### src/rtl/mw_add_pkg.sv
// +--------------------------------------------------------------------+
// | mw_add_pkg: shared types and constants for the multi-word adder     |
// | Rev 1.0                                                             |
// +--------------------------------------------------------------------+
`default_nettype none

package mw_add_pkg;

  localparam int W = 32;

  typedef enum logic [1:0] {
    IDLE = 2'd0,
    RUN  = 2'd1,
    DONE = 2'd2
  } state_e;

  function automatic int clog2(input int n);
    int r;
    r = 0;
    for (int i = 0; i < 31; i++) begin
      if ((1 << i) < n) r = i + 1;
    end
    return r;
  endfunction

endpackage

`default_nettype wire

### src/rtl/mw_add_seq_if.sv
// +--------------------------------------------------------------------+
// | mw_add_seq_if: operand/result handshake bundle (sub: MW_ADD_SUB_EN)|
// | Rev 1.0                                                             |
// +--------------------------------------------------------------------+
`default_nettype none

interface mw_add_seq_if
  import mw_add_pkg::*;
#(
  parameter int WORDS = 4
);

  logic                 in_valid;
  logic                 in_ready;
  logic [WORDS*W-1:0]   A;
  logic [WORDS*W-1:0]   B;
  logic                 Cin;
`ifdef MW_ADD_SUB_EN
  logic                 sub;
`endif
  logic                 out_valid;
  logic                 out_ready;
  logic [WORDS*W-1:0]   Sum;
  logic                 Cout;
  logic                 Z;
  logic                 V;

  modport slave (
`ifdef MW_ADD_SUB_EN
    input  sub,
`endif
    input  in_valid, A, B, Cin, out_ready,
    output in_ready, out_valid, Sum, Cout, Z, V
  );

  modport master (
`ifdef MW_ADD_SUB_EN
    output sub,
`endif
    output in_valid, A, B, Cin, out_ready,
    input  in_ready, out_valid, Sum, Cout, Z, V
  );

endinterface

`default_nettype wire

### src/rtl/mw_add_csa.sv
// +--------------------------------------------------------------------+
// | mw_add_csa: 32-bit combinational carry-select adder, 8-bit blocks   |
// | Rev 1.0                                                             |
// +--------------------------------------------------------------------+
`default_nettype none

module mw_add_csa
  import mw_add_pkg::*;
(
  input  logic [W-1:0] A,
  input  logic [W-1:0] B,
  input  logic         Cin,
  output logic [W-1:0] Sum,
  output logic         Cout,
  output logic         Z
);

  localparam int BLK = 8;
  localparam int NBLK = W / BLK;

  logic [NBLK:0] c;

  assign c[0] = Cin;

  for (genvar g = 0; g < NBLK; g++) begin : g_blk
    logic [BLK:0] s0;
    logic [BLK:0] s1;
    // Both carry-in outcomes are precomputed; the incoming carry only selects.
    assign s0 = {1'b0, A[g*BLK +: BLK]} + {1'b0, B[g*BLK +: BLK]};
    assign s1 = s0 + (BLK+1)'(1);
    assign Sum[g*BLK +: BLK] = c[g] ? s1[BLK-1:0] : s0[BLK-1:0];
    assign c[g+1]            = c[g] ? s1[BLK]     : s0[BLK];
  end

  assign Cout = c[NBLK];
  assign Z    = ~|Sum;

endmodule

`default_nettype wire

### src/rtl/mw_add_top.sv
// +--------------------------------------------------------------------+
// | mw_add_top: joins the sequencer to the carry-select adder           |
// | Rev 1.0                                                             |
// +--------------------------------------------------------------------+
`default_nettype none

module mw_add_top
  import mw_add_pkg::*;
#(
  parameter int WORDS = 4
) (
  input  logic         clk,
  input  logic         rst,
  mw_add_seq_if.slave  bus
);

  logic [W-1:0] add_A;
  logic [W-1:0] add_B;
  logic [W-1:0] add_Sum;
  logic         add_Cin;
  logic         add_Cout;
  logic         add_Z;

  mw_add_seq #(.WORDS(WORDS)) u_seq (
    .clk      (clk),
    .rst      (rst),
    .bus      (bus),
    .add_A    (add_A),
    .add_B    (add_B),
    .add_Cin  (add_Cin),
    .add_Sum  (add_Sum),
    .add_Cout (add_Cout),
    .add_Z    (add_Z)
  );

  mw_add_csa u_csa (
    .A    (add_A),
    .B    (add_B),
    .Cin  (add_Cin),
    .Sum  (add_Sum),
    .Cout (add_Cout),
    .Z    (add_Z)
  );

endmodule

`default_nettype wire

### src/rtl/mw_add_seq.sv
// +--------------------------------------------------------------------+
// | mw_add_seq: feeds WORDS x 32-bit operands through the CSA, LSW first|
// | Rev 1.0 -- optional subtract via macro MW_ADD_SUB_EN                |
// +--------------------------------------------------------------------+
`default_nettype none

module mw_add_seq
  import mw_add_pkg::*;
#(
  parameter int WORDS = 4
) (
  input  logic           clk,
  input  logic           rst,
  mw_add_seq_if.slave    bus,
  output logic [W-1:0]   add_A,
  output logic [W-1:0]   add_B,
  output logic           add_Cin,
  input  logic [W-1:0]   add_Sum,
  input  logic           add_Cout,
  input  logic           add_Z
);

  localparam int NB = WORDS * W;
  localparam int IW = clog2(WORDS);
  localparam logic [IW-1:0] LAST = IW'(WORDS - 1);

  state_e          state_q;
  logic [NB-1:0]   a_q;
  logic [NB-1:0]   b_q;
  logic [NB-1:0]   sum_q;
  logic [IW-1:0]   idx_q;
  logic            carry_q;
  logic            zacc_q;
  logic            cout_q;
  logic            z_q;
  logic            v_q;
  logic [NB-1:0]   b_d;
  logic            carry_d;

`ifdef MW_ADD_SUB_EN
  // Subtraction is A + ~B + 1; the stored B is already the effective operand.
  assign b_d     = bus.sub ? ~bus.B : bus.B;
  assign carry_d = bus.sub ? 1'b1   : bus.Cin;
`else
  assign b_d     = bus.B;
  assign carry_d = bus.Cin;
`endif

  always_ff @(posedge clk) begin
    if (rst) begin
      state_q <= IDLE;
      a_q     <= '0;
      b_q     <= '0;
      sum_q   <= '0;
      idx_q   <= '0;
      carry_q <= 1'b0;
      zacc_q  <= 1'b0;
      cout_q  <= 1'b0;
      z_q     <= 1'b0;
      v_q     <= 1'b0;
    end else begin
      case (state_q)
        IDLE: begin
          if (bus.in_valid) begin
            a_q     <= bus.A;
            b_q     <= b_d;
            carry_q <= carry_d;
            zacc_q  <= 1'b1;
            idx_q   <= '0;
            state_q <= RUN;
          end
        end
        RUN: begin
          sum_q[idx_q*W +: W] <= add_Sum;
          carry_q             <= add_Cout;
          zacc_q              <= zacc_q & add_Z;
          idx_q               <= idx_q + 1'b1;
          if (idx_q == LAST) begin
            cout_q  <= add_Cout;
            z_q     <= zacc_q & add_Z;
            v_q     <= (a_q[NB-1] == b_q[NB-1]) & (add_Sum[W-1] != a_q[NB-1]);
            state_q <= DONE;
          end
        end
        DONE: begin
          if (bus.out_ready) state_q <= IDLE;
        end
        default: state_q <= IDLE;
      endcase
    end
  end

  always_comb begin
    add_A   = '0;
    add_B   = '0;
    add_Cin = 1'b0;
    if (state_q == RUN) begin
      add_A   = a_q[idx_q*W +: W];
      add_B   = b_q[idx_q*W +: W];
      add_Cin = carry_q;
    end
  end

  assign bus.in_ready  = (state_q == IDLE);
  assign bus.out_valid = (state_q == DONE);
  assign bus.Sum       = sum_q;
  assign bus.Cout      = cout_q;
  assign bus.Z         = z_q;
  assign bus.V         = v_q;

endmodule

`default_nettype wire

### src/flat_wrapper.sv
// flat-port wrapper written by rule: the top's interface ports become plain ports
module mw_add_top_flat import mw_add_pkg::*;
#(
  parameter int WORDS = 4
)
  (clk, rst, bus_in_valid, bus_A, bus_B, bus_Cin, bus_out_ready, bus_in_ready, bus_out_valid, bus_Sum, bus_Cout, bus_Z, bus_V);
  mw_add_seq_if #(.WORDS(WORDS)) bus_i ();
  input  logic clk;
  input  logic rst;
  input wire logic [$bits(bus_i.in_valid)-1:0] bus_in_valid;
  input wire logic [$bits(bus_i.A)-1:0] bus_A;
  input wire logic [$bits(bus_i.B)-1:0] bus_B;
  input wire logic [$bits(bus_i.Cin)-1:0] bus_Cin;
  input wire logic [$bits(bus_i.out_ready)-1:0] bus_out_ready;
  output wire logic [$bits(bus_i.in_ready)-1:0] bus_in_ready;
  output wire logic [$bits(bus_i.out_valid)-1:0] bus_out_valid;
  output wire logic [$bits(bus_i.Sum)-1:0] bus_Sum;
  output wire logic [$bits(bus_i.Cout)-1:0] bus_Cout;
  output wire logic [$bits(bus_i.Z)-1:0] bus_Z;
  output wire logic [$bits(bus_i.V)-1:0] bus_V;
  assign bus_i.in_valid = bus_in_valid;
  assign bus_i.A = bus_A;
  assign bus_i.B = bus_B;
  assign bus_i.Cin = bus_Cin;
  assign bus_i.out_ready = bus_out_ready;
  assign bus_in_ready = bus_i.in_ready;
  assign bus_out_valid = bus_i.out_valid;
  assign bus_Sum = bus_i.Sum;
  assign bus_Cout = bus_i.Cout;
  assign bus_Z = bus_i.Z;
  assign bus_V = bus_i.V;
  mw_add_top #(.WORDS(WORDS)) u_core (.clk(clk), .rst(rst), .bus(bus_i));
endmodule
### config.mk
export PLATFORM = sky130hd
export DESIGN_NAME = mw_add_top_flat
export DESIGN_NICKNAME = d
export VERILOG_FILES = /design/src/rtl/mw_add_pkg.sv /design/src/rtl/mw_add_seq_if.sv /design/src/rtl/mw_add_csa.sv /design/src/rtl/mw_add_top.sv /design/src/rtl/mw_add_seq.sv /design/src/flat_wrapper.sv
export SDC_FILE = /design/constraint.sdc
export NUM_CORES = 1
export LEC_CHECK = 0
export ABC_AREA = 1
export CORE_ASPECT_RATIO = 0.7
export CORE_UTILIZATION = 50
export DETAILED_ROUTE_END_ITERATION = 12
export HOLD_SLACK_MARGIN = 0.1
export PLACE_DENSITY = 0.79
export SLEW_MARGIN = 40
export SYNTH_ARGS = -nofsm -noshare
export SYNTH_HDL_FRONTEND = slang
export SYNTH_SLANG_ARGS = --single-unit
### constraint.sdc
create_clock -name clk -period 4.95 [get_ports clk]
set_input_delay 0.495 -clock clk [delete_from_list [all_inputs] [get_ports clk]]
set_output_delay 0.495 -clock clk [all_outputs]
set_load 0.05 [all_outputs]
After elaboration in Yosys (flattened, before gate mapping)
Index checks and enable logic that the tools add are counted.
Widths: inputs -> output; s select.
- bits of input ports: 261
- register bits after elaboration: 393
- logic and storage cells: 64
- output and inout bits: 133
- reduce and logical (&&, ||, !) cells: 8
- shift-type cells: 4
- multiplexer cells: 22
- add/subtract/negate cells: 10
- bitwise gates (word level): 2
- equality and inequality tests: 8
- operators by type and width (operator ; number):
    $shiftx 128x8->32 ; 2
    $bwmux 128 ; 1
    $shift 32x34->128 const A ; 1
    $shiftx 32x34->128 ; 1
    $mux 32 ; 2
    $add 8x8->9 ; 4
    $add 9x1->9 const B ; 4
    $neg 7->34 ; 1
    $mux 8 ; 4
    $reduce_or 32->1 ; 1
    $mux 2 ; 4
    $mux 1 ; 7
    $ne 2x2->1 const B ; 3
    $pmux 2 s3 ; 1
    $reduce_and 2->1 ; 3
    $eq 2x2->1 const B ; 2
    $pmux 1 s2 ; 2
    $pmux 2 s2 ; 1
    $reduce_and 3->1 ; 1
    $add 2x1->2 const B ; 1
    $and 1x1->1 ; 2
    $eq 2x1->1 const B ; 1
    $logic_not 2->1 ; 1
    $reduce_bool 2->1 ; 1
    3 further kinds ; 3

Depth between registers and ports, before layout
- word-level depth: 12
- gate-level depth with buffers: 30
- gate-level depth less buffers: 27

Modules after synthesis
From an unflattened synthesis, not the netlist that was laid out.
- cell total of the unflattened synthesis: 2825
- area total of the unflattened synthesis: 19115.8 um2
- modules (own cells, without submodules) (module ; area each (um2) ; seq. area each (um2) ; cells an instance ; times used):
    mw_add_seq ; 16409.5 ; 7867.5 ; 2347 ; 1
    mw_add_csa ; 2706.3 ; 0.0 ; 478 ; 1

Least setup slack after synthesis
No wires, ideal clock.
- path kind: register to register
- from: reg u_core.u_seq.idx_q[0]
- to: reg u_core.u_seq.zacc_q
- arrival time: 4.063 ns
- required time: 4.880 ns
- clock period less this slack: 4.133 ns
- stages on the path, launching flop included: 28
- setup time: 0.070 ns
- setup slack: 0.817 ns
- path buffers: 5
- path through: dfxtp_1 clkbuf_1 inv_1 clkbuf_1 clkbuf_1 clkbuf_1 o21ai_0 a21oi_1 ha_1 fa_1 ha_1 nand2_1 nor2_2 nand3_2 nor2_4 nand3_4 nand2_8 nand2_8 nand2_8 buf_8 nand2_2 o21ai_2 nand2_1 nor2_1 nand2_1 nor2_1 nand3_1 a21oi_1
- longest elaborated chain between the ends: 12
- elaborated cells on any way between the ends: 23
- those cells by class: add/sub: 8; shift: 2; mux: 10; bitwise: 1; reduce/logical: 2
- RTL lines (element ; line ; RTL):
    from (decl) ; mw_add_seq.sv:31 ; logic [IW-1:0] idx_q;
    from (signal assigned) ; mw_add_seq.sv:77 ; idx_q <= idx_q + 1'b1;
    $shiftx 128x8->32 (on tied branches) ; mw_add_seq.sv:98, mw_add_seq.sv:99 ;
    $mux 32 ; mw_add_seq.sv:97 ; if (state_q == RUN) begin
    $add 8x8->9 ; mw_add_csa.sv:29 ; assign s0 = {1'b0, A[g*BLK +: BLK]} + {1'b0, B[g*BLK +: BLK]};
    $add 9x1->9 ; mw_add_csa.sv:30 ; assign s1 = s0 + (BLK+1)'(1);
    $mux 1 (3 in a row) ; mw_add_csa.sv:32 ; assign c[g+1] = c[g] ? s1[BLK] : s0[BLK];
    $mux 8 ; mw_add_csa.sv:31 ; assign Sum[g*BLK +: BLK] = c[g] ? s1[BLK-1:0] : s0[BLK-1:0];
    $reduce_or 32->1 (*) ; mw_add_csa.sv:36 ; assign Z = ~|Sum;
    $logic_not 1->1 (*) ; mw_add_csa.sv:36 ;
    $and 1x1->1 (*) ; mw_add_seq.sv:76 ; zacc_q <= zacc_q & add_Z;
    $pmux 1 s2 (*) ; mw_add_seq.sv:62 ; case (state_q)
    to (signal assigned) ; mw_add_seq.sv:76 ;
    to (decl) ; mw_add_seq.sv:33 ; logic zacc_q;
Mark *: on every way between the ends. The rest lies on a longest branch, timed or not.
A chain may end at the register's enable or synchronous reset.

Worst setup path after layout
- from: reg u_core.u_seq.idx_q[0]
- to: reg u_core.u_seq.sum_q[125] (netlist: u_core.u_seq.bus.Sum[125])
- longest elaborated chain between the ends: 10
- elaborated cells on any way between the ends: 23
- those cells by class: add/sub: 9; shift: 4; mux: 10
- RTL lines (element ; line ; RTL):
    $shiftx 128x8->32 (on tied branches) ; mw_add_seq.sv:98, mw_add_seq.sv:99 ;
    $mux 32 ; mw_add_seq.sv:97 ;
    $add 8x8->9 ; mw_add_csa.sv:29 ;
    $add 9x1->9 ; mw_add_csa.sv:30 ;
    $mux 1 (3 in a row) ; mw_add_csa.sv:32 ;
    $mux 8 ; mw_add_csa.sv:31 ;
    $shiftx 32x34->128 ; mw_add_seq.sv:74 ; sum_q[idx_q*W +: W] <= add_Sum;
    $bwmux 128 (*) ; mw_add_seq.sv:74 ;
    to (signal, indexed assignment) ; mw_add_seq.sv:74 ;
    to (decl) ; mw_add_seq.sv:30 ; logic [NB-1:0] sum_q;
Marks and branches as above.

==> metrics.txt <==
ordered list of cells on the worst path inv_4 > buf_4 > o21ai_0 > a21oi_1 > ha_1 > nand2_1 > nand3_1 > nand2_1 > nand2_1 > nor2_1 > nand3_1 > nand2_1 > nand2_1 > nand2_8 > nand3_1 > nand3_1 > nand2_1 > nor3_1 > nand2_1 > a21oi_1; max-cap violations 0; largest net degree at the start of global routing 262; Clock transition at path regs 0.06 ns; FF-to-FF End u_core.u_seq.bus.Sum[125]$_SDFFE_PP0P_; PortBufs 393; count of different cell masters after synthesis 38; nets@finish 3385; CP endpoint kind flop; Placer Congestion 0.943; critical path depth 20; Filler Cell Count 3205; first-pass GRT wire length 99600 um; DR pass1 iterations 5; setup TNS 0 ns; min Tclk post-route 4.54 ns; Worst Tran Pin Value 0.896 ns; share of cells above drive strength 1 4.52%; reg2reg start u_core.u_seq.idx_q[0]$_SDFFE_PP0P_; Final Hold Vio Count 0; DR vias 19700; Initial DRC Count 2155; Clock H-tree levels 2; WL final 65300 um; FP Rows 58; Final Setup Violations 0; vias in the first global route 18200; Die ar. 0.0380 mm^2; crit path from u_core.u_seq.idx_q[0]$_SDFFE_PP0P_; Worst Setup Path Type flop to flop; Layout area overhead 29.8%; peak fanout along the critical path 43; reg2reg setup slack 0.41 ns; Die Span Y 163 um; final core utilization 66.6%; peak supply drop 0.000333 V; Leakage 9.75 nW; CTS Buf Count 39; Total Routing Usage GR 33.5%; total I/O pin count 394; starting density of the core 51.3%; CTS Hold Bufs 0; Die W 233 um; crit path buf inv count 2; Final Power 7.95 mW; Cell Pwr Density 329 mW/mm^2; CP delay by family, top simple AND/OR/NAND/NOR gates; period utilization 91.7%; most frequent cells in the layout nor2_1 (789), nand2_1 (422), clkdlybuf4s50_1 (392), o21ai_0 (391), dfxtp_1 (391); R2R cell count 20; min-delay worst type input pin to flop; dpl hpwl 47900 um; Slew Limit Fails 0; Resize count post-CTS 0; CP max stage cell nor3_1; Gate Count Post-Synth 2791; Yosys reg bits 393; CTS Buffer Depth 3; GRT overflow 0; initial antenna violation count 7; drc violations 0; asr flop ratio synth 0%; most common cell after layout, fill and taps aside nor2_1; cell area after placement 0.0228 mm^2; WP data required 5.42 ns; postcts setup bufs 0; Max Fclk 0.220 GHz; syn_nets 3098; Critical Path End u_core.u_seq.bus.Sum[125]$_SDFFE_PP0P_; status complete, no violations; Max-slew headroom 39.8%; clk sink count 393; CP max stage delay 0.54 ns; register area share after synthesis 42.3%; Most common cell on crit path nand2_1; Antenna Violating Nets Remaining 0; Vias/cell 5.50; ys flop type dfxtp_1; CTS tree built; wire per inst 18.2 um; Fin Clk Skew 0.0228 ns; CTS root buf clkbuf_16; placeable core region 0.0363 mm^2; worst-skew pair later-pin latency 0.55 ns; Arr. time, crit path 5.01 ns; mean instance size in the synthesized netlist 6.67 um^2; startpoint types flop; RSZ-0062 raised after global routing no; fin area 0.0242 mm^2; Netlist Area Pre-Place 0.0186 mm^2; synth warn 0; number of flops mapped to enable cells by yosys 0; Hold Path Origin rst; Hold WS 0.375 ns
## registers in the layout (all words and copies together), names as in the netlist
name	flops
u_core.u_seq.bus.Z	1
u_core.u_seq.b_q	128
u_core.u_seq.bus.Cout	1
u_core.u_seq.bus.Sum	128
u_core.u_seq.idx_q	2
u_core.u_seq.bus.V	1
u_core.u_seq.zacc_q	1
u_core.u_seq.carry_q	1
u_core.u_seq.state_q	2
u_core.u_seq.a_q	128
## Yosys cell counts (all sizes together), types with 6 or more instances
| cell type | instances | share of area [%] |
|---|---|---|
| nor2 | 795 | 16 |
| inv | 126 | 2.5 |
| nand2 | 437 | 9.2 |
| nor3 | 33 | 0.89 |
| dfxtp | 393 | 42 |
| nand3 | 96 | 2.8 |
| nand3b | 9 | 0.36 |
| clkbuf | 173 | 3.5 |
| nand4 | 15 | 0.50 |
| xnor2 | 6 | 0.28 |
| buf | 10 | 0.26 |
| ha | 42 | 2.8 |
| a21oi | 222 | 6.0 |
| o21ai | 401 | 11 |
| xor2 | 13 | 0.61 |
## layer usage
metal | global-route usage [%] | vias up | part of all wire, %
met5 | 0 | - | 0
met4 | 11.5 | 0 | 2.9
met3 | 5.95 | 120 | 8.5
met2 | 51.6 | 813 | 44
met1 | 47.2 | 9235 | 45
li1 | - | 9570 | -
## kinds of logic (layout without fill, tap and decap cells)
logic type	after synthesis	in the layout	share of synthesized area (%)
other	0	9	0
AOI/OAI and AO/OA	630	630	17.1
buffers and inverters	312	620	6.35
and+or+nand+nor	1391	1391	30.1
xor gates and xnor gates	19	19	0.894
DFF	393	393	42.3
adders and majority gates	46	46	3.25
## report_power, final
part	internal (mW)	total [mW]	switching [mW]
Clock	1.81	3.07	1.26
Combinational	0.530	1.41	0.883
Sequential	3.36	3.47	0.111
## stage by stage
| step | cells | worst slack (ns) |
|---|---|---|
| after CTS | 3578 | 0.385 |
| after detailed placement | 3516 | 0.393 |
| final | 3588 | 0.410 |
| after global routing | 3586 | 0.0520 |
| after floorplan | 2791 | 0.817 |
| after global placement | 3516 | 0.451 |
## final cells by class
cell class / instances / area (um^2) / share of cell area [%]
clock buffers: 52 / 1130 / 4.70
multi-input cells: 2086 / 9590 / 39.7
diodes: 9 / 22.5 / 0.0932
repair buffers: 429 / 4280 / 17.7
flip-flops and latches: 393 / 7870 / 32.6
clock inverters: 10 / 160 / 0.663
inverters: 129 / 499 / 2.07
well taps: 480 / 601 / 2.49
## worst min-delay path by stage
stage,end,slack [ns],depth (start not counted)
after global routing,u_core.u_seq.bus.Sum[15]$_SDFFE_PP0P_,0.39,2
after floorplan,u_core.u_seq.a_q[124]$_SDFFE_PP0P_,0.43,2
final,u_core.u_seq.bus.Sum[74]$_SDFFE_PP0P_,0.38,2
after global placement,u_core.u_seq.a_q[60]$_SDFFE_PP0P_,0.45,2
after detailed placement,u_core.u_seq.a_q[60]$_SDFFE_PP0P_,0.46,2
after CTS,u_core.u_seq.bus.Sum[69]$_SDFFE_PP0P_,0.36,2
Note: power is estimated with default switching activity, not from simulation.
